File: config.mk
export PLATFORM = sky130hd
export DESIGN_NAME = mod_addsub_unit
export DESIGN_NICKNAME = d
export VERILOG_FILES = /design/src/rtl/ecc_pkg.sv /design/src/rtl/limb_addsub_cell.sv /design/src/rtl/mod_addsub_unit.sv
export SDC_FILE = /design/constraint.sdc
export NUM_CORES = 2
export LEC_CHECK = 0
export ABC_CLOCK_PERIOD_IN_PS = 9100
export CORE_AREA = 3 3 404 406
export DETAILED_ROUTE_END_ITERATION = 16
export DIE_AREA = 0 0 407 409
export HOLD_SLACK_MARGIN = 0.15
export PLACE_DENSITY = 0.7
export SYNTH_ARGS = -nofsm -noshare
export SYNTH_HDL_FRONTEND = slang
export SYNTH_HIERARCHICAL = 1
export SYNTH_SLANG_ARGS = --single-unit
File: constraint.sdc
create_clock -name clk_i -period 9.1 [get_ports clk_i]
set_input_delay 0.91 -clock clk_i [delete_from_list [all_inputs] [get_ports clk_i]]
set_output_delay 0.91 -clock clk_i [all_outputs]
set_load 0.01 [all_outputs]
File: src/rtl/ecc_pkg.sv
// Shared types and defaults for the ECC accelerator arithmetic units.
// Holds the modular-op encoding, the add/sub unit states and the field-size defaults.
package ecc_pkg;

  localparam int ECC_WIDTH = 256;
  localparam int ECC_LIMB  = 64;

  typedef enum logic {
    MOD_ADD = 1'b0,
    MOD_SUB = 1'b1
  } modop_e;

  typedef enum logic [1:0] {
    IDLE = 2'd0,
    RUN  = 2'd1,
    DONE = 2'd2
  } modaddsub_state_e;

  // Limb counter width; a single-limb datapath still needs a 1-bit counter.
  function automatic int cnt_width(input int nlimb);
    return (nlimb > 1) ? $clog2(nlimb) : 1;
  endfunction

endpackage

File: src/rtl/limb_addsub_cell.sv
// One LIMB-bit add or subtract slice with carry/borrow in and out.
// cout is the carry-out in add mode and the borrow-out in subtract mode.
module limb_addsub_cell #(
  parameter int LIMB = 64
) (
  input  logic [LIMB-1:0] x,
  input  logic [LIMB-1:0] y,
  input  logic            cin,
  input  logic            sub,
  output logic [LIMB-1:0] sum,
  output logic            cout
);

  logic [LIMB:0] wide;

  // The extra top bit reads as 1 exactly when the subtraction went negative.
  always_comb begin
    wide = '0;
    if (sub) begin
      wide = {1'b0, x} - {1'b0, y} - {{LIMB{1'b0}}, cin};
    end else begin
      wide = {1'b0, x} + {1'b0, y} + {{LIMB{1'b0}}, cin};
    end
  end

  assign sum  = wide[LIMB-1:0];
  assign cout = wide[LIMB];

endmodule

File: src/rtl/mod_addsub_unit.sv
// Multi-cycle modular adder/subtractor, one LIMB slice per cycle, LS limb first.
// Subtract mode is present only when MOD_ADDSUB_SUB_EN is defined; otherwise op_i is ignored.
//
// state | meaning
// IDLE  | waiting for start_i
// RUN   | processing limb cnt_q of the s and t chains
// DONE  | result_o just updated, valid_o high; start_i here begins the next op
module mod_addsub_unit
  import ecc_pkg::*;
#(
  parameter int WIDTH = ECC_WIDTH,
  parameter int LIMB  = ECC_LIMB
) (
  input  logic             clk_i,
  input  logic             rst_ni,
  input  logic             start_i,
  input  logic             op_i,
  input  logic [WIDTH-1:0] a_i,
  input  logic [WIDTH-1:0] b_i,
  input  logic [WIDTH-1:0] p_i,
  output logic             busy_o,
  output logic             valid_o,
  output logic [WIDTH-1:0] result_o
);

  localparam int NLIMB = WIDTH / LIMB;
  localparam int CW    = cnt_width(NLIMB);
  localparam logic [CW-1:0] LAST = CW'(NLIMB - 1);

  modaddsub_state_e state_q, state_d;

  logic [WIDTH-1:0] a_q, b_q, p_q, s_q, t_q, result_q;
  logic [WIDTH-1:0] s_next, t_next;
  logic [CW-1:0]    cnt_q;
  logic             c_s_q, c_t_q;
  logic             accept, last_limb, sub_mode, sel_t;
  logic [LIMB-1:0]  a_k, b_k, p_k, s_k, t_k;
  logic             s_cout, t_cout;
  int               base;

`ifdef MOD_ADDSUB_SUB_EN
  modop_e op_q;

  always_ff @(posedge clk_i or negedge rst_ni) begin
    if (!rst_ni) begin
      op_q <= MOD_ADD;
    end else if (accept) begin
      op_q <= modop_e'(op_i);
    end
  end

  assign sub_mode = (op_q == MOD_SUB);
`else
  logic unused_op;
  assign unused_op = op_i;
  assign sub_mode  = 1'b0;
`endif

  assign accept    = start_i && (state_q != RUN);
  assign last_limb = (state_q == RUN) && (cnt_q == LAST);
  assign base      = int'(cnt_q) * LIMB;

  assign a_k = a_q[base +: LIMB];
  assign b_k = b_q[base +: LIMB];
  assign p_k = p_q[base +: LIMB];

  limb_addsub_cell #(.LIMB(LIMB)) u_s_cell (
    .x    (a_k),
    .y    (b_k),
    .cin  (c_s_q),
    .sub  (sub_mode),
    .sum  (s_k),
    .cout (s_cout)
  );

  // The t chain undoes or applies one modulus on the s chain's current limb.
  limb_addsub_cell #(.LIMB(LIMB)) u_t_cell (
    .x    (s_k),
    .y    (p_k),
    .cin  (c_t_q),
    .sub  (~sub_mode),
    .sum  (t_k),
    .cout (t_cout)
  );

  always_comb begin
    s_next = s_q;
    t_next = t_q;
    s_next[base +: LIMB] = s_k;
    t_next[base +: LIMB] = t_k;
  end

  assign sel_t = sub_mode ? s_cout : (s_cout | ~t_cout);

  always_ff @(posedge clk_i or negedge rst_ni) begin
    if (!rst_ni) begin
      state_q <= IDLE;
    end else begin
      state_q <= state_d;
    end
  end

  always_comb begin
    state_d = state_q;
    case (state_q)
      IDLE:    if (start_i) state_d = RUN;
      RUN:     if (cnt_q == LAST) state_d = DONE;
      DONE:    state_d = start_i ? RUN : IDLE;
      default: state_d = IDLE;
    endcase
  end

  always_ff @(posedge clk_i or negedge rst_ni) begin
    if (!rst_ni) begin
      a_q      <= '0;
      b_q      <= '0;
      p_q      <= '0;
      s_q      <= '0;
      t_q      <= '0;
      result_q <= '0;
      cnt_q    <= '0;
      c_s_q    <= 1'b0;
      c_t_q    <= 1'b0;
    end else if (accept) begin
      a_q   <= a_i;
      b_q   <= b_i;
      p_q   <= p_i;
      cnt_q <= '0;
      c_s_q <= 1'b0;
      c_t_q <= 1'b0;
    end else if (state_q == RUN) begin
      s_q   <= s_next;
      t_q   <= t_next;
      c_s_q <= s_cout;
      c_t_q <= t_cout;
      cnt_q <= cnt_q + CW'(1);
      if (last_limb) begin
        result_q <= sel_t ? t_next : s_next;
      end
    end
  end

  assign busy_o   = (state_q == RUN);
  assign valid_o  = (state_q == DONE);
  assign result_o = result_q;

endmodule

==> flow_metrics.tcl <==
set metrics [dict create \
    io_pins 1030 \
    totalWireLength_microns 279000 \
    worstPathArrival_ns 9.29 \
    slew_viol_final 0 \
    hold_violations 0 \
    synthTopCellsByCount "1,414 x dfrtp_1, 770 x mux2_2, 444 x inv_1" \
    cpMaxStageDelayCell "dfrtp_4" \
    path_buf_inv 12 \
    dr.pass1.iters 9 \
    die_height_microns 409 \
    antenna_found_initial 83 \
    core_sq_um 160000 \
    ys_seq_area_frac 0.445 \
    ant_nets 0 \
    ys_seq_elements 1414 \
    grtUsageTotal 0.328 \
    cp_slowest_stage_delay_ns 0.56 \
    clock_skew_ns 0.0435 \
    die-width_microns 407 \
    crit_family "compound AO/OA/AOI/OAI gates" \
    cts_buffers 152 \
    synth_fp_nets 8097 \
    max_cap_violations 0 \
    via_per_inst 6.04 \
    ys_top_cells_by_area "dfrtp_1 45%, mux2_2 11%, ha_1 6.0%" \
    required_ns 9.78 \
    cts.sinks 1414 \
    end_kind "flop" \
    startpoint_type "flop" \
    initialDrtViolationCount 5537 \
    initial_core_util 0.496 \
    cts-root-buf "clkbuf_16" \
    placement.io_buffers 1028 \
    crit_top_cell "buf_4" \
    clockBufferDepth 3 \
    grt-ovfl-total 0 \
    grt_pass1_vias 63600 \
    grt_pass1_wl_microns 411000 \
    yosysTopAreaCellShare 0.445 \
    syn_to_final_growth_pct 25.6 \
    clk_pin_slew_worst_paths_ns 0.06 \
    dp.final_hpwl_microns 213000 \
    wl_per_cell_microns 26.7 \
    post_cts_buffers 0 \
    synth_edf_count 0 \
    gp_routability_congestion 0.944 \
    final_nets 9320 \
    routed-via-count 63300 \
    die_area_sq_um 166000 \
    postSynthCellCount 6934 \
    stdcell_area_sq_um 99800 \
    num_rows 147 \
    post_dp_cell_area_sq_um 94300 \
    grt_max_degree 204 \
    synth-main-ff-cell "dfrtp_1" \
    timing.final.crit_period_ns 8.61 \
    setup_tns_ns 0 \
    period_share 0.946 \
    clock_latency_ns 0.80 \
    hold_path_class "flop to flop" \
    ys_async_sr_fraction 1.00 \
    synth_area_per_cell_sq_um 11.5 \
    yosysWarnings 6 \
    route.detailed.drc 0 \
    setup_viol 0 \
    final_layout_size_suffix_gt1_frac 0.213 \
    worstPathMaxFanout 23 \
    htreeDepth 4 \
    ys_types 97 \
    slew_headroom 0.195 \
    syn_area_sq_um 79500 \
    cts_tree "done" \
    worst_pin_slew_ns 1.21 \
    status "finished, final reports clean" \
    yosysMostFrequentCell "dfrtp_1" \
    fmax_mhz 116 \
    criticalPathCategory "flop to flop" \
    synth_top_area_cell "dfrtp_1" \
]
metal layers:
layer,wire length (microns),vias up,part of all wire,global-route usage
met5,197,-,0.00071,0
met2,129000,2509,0.46,0.518
met4,8760,30,0.031,0.108
li1,-,28100,-,-
met3,23100,423,0.083,0.0782
met1,118000,32200,0.42,0.444
flip-flops by register name, indices dropped and copies added (netlist names):
register  cells
c_s_q         1
p_q         256
result_o    256
c_t_q         1
a_q         256
t_q         192
state_q       2
s_q         192
b_q         256
cnt_q         2
cell families (layout without fill, tap and decap cells):
group,count (synthesis),count (layout),synth area share
mux,1239,1239,0.198
buf+inv,886,2224,0.0471
simple gates,926,926,0.0548
compound gates,1846,1846,0.167
flops,1414,1414,0.445
other cells,2,45,0.0000945
fa+ha+maj,391,391,0.0623
xor+xnor,230,230,0.0254
worst register-to-register path, delay by kind of cell, from the launching register on:
kind,cells,cell delay (ns)
xor gates and xnor gates,1,0.17
DFF,1,0.56
muxes,2,0.82
AOI/OAI and AO/OA,13,2.89
adders and majority gates,3,0.99
and+or+nand+nor,6,1.09
buffers and inverters,12,1.98
path summary, 6_finish.rpt:
path | startpoint | end | slack (ns) | depth (start not counted)
worst max register to register | cnt_q[0]$_DFFE_PN0P_ | result_o[125]$_DFFE_PN0P_ | 0.49 | 37
min in group asynchronous | rst_ni | s_q[141]$_DFFE_PN0P_ | 0.79 | 2
worst max-delay path | cnt_q[0]$_DFFE_PN0P_ | result_o[125]$_DFFE_PN0P_ | 0.49 | 37
worst min register to register | result_o[196]$_DFFE_PN0P_ | result_o[196]$_DFFE_PN0P_ | 0.47 | 2
max in group asynchronous | rst_ni | a_q[171]$_DFFE_PN0P_ | 5.95 | 4
worst min-delay path | result_o[196]$_DFFE_PN0P_ | result_o[196]$_DFFE_PN0P_ | 0.47 | 2
placed cells by master (no fill, tap or decap), types with 58 or more instances in the layout:
master	n
nor2_1	259
a21oi_1	341
o21bai_1	58
o221ai_1	132
ha_1	379
o22ai_1	69
o21a_1	154
a22o_1	386
o21ai_0	179
clkbuf_16	154
mux2i_1	277
nand4_1	58
inv_1	444
mux2_2	770
buf_4	448
a21o_1	134
o31ai_1	102
dfrtp_1	1412
mux4_2	192
xnor2_1	177
clkdlybuf4s50_1	1027
nand2_1	300
through the flow:
| step | cells | util | hold WS, ns | setup WS [ns] |
|---|---|---|---|---|
| floorplan | 6934 | - | 0.465 | 0.999 |
| global placement | 10200 | 0.589 | 0.461 | 0.233 |
| detailed placement | 10200 | 0.589 | 0.466 | 0.251 |
| CTS | 10400 | 0.622 | 0.479 | 0.203 |
| global route | 10500 | 0.623 | 0.492 | -0.0150 |
| finish | 10500 | 0.623 | 0.474 | 0.492 |
layout make-up:
cell class / count / area [sq um]
Sequential cell: 1414 / 35400
Timing Repair Buffer: 1500 / 14100
Clock buffer: 221 / 4430
Inverter: 455 / 1720
Multi-Input combinational cell: 4634 / 40500
Antenna cell: 43 / 108
Fill cell: 12900 / 60400
Clock inverter: 48 / 813
Tap cell: 2160 / 2700
repair_timing:
| item | 4_1_cts | 5_1_grt |
|---|---|---|
| gates resized for setup | 0 | 28 |
| hold buffers | 1 | 0 |
| endpoints found under the setup margin | 0 | 241 |
| hold endpoints to repair | 54 | 0 |
Power is left out: the tool's default activity adds up to more than one toggle a clock period on the data nets, which glitch-free logic cannot reach.
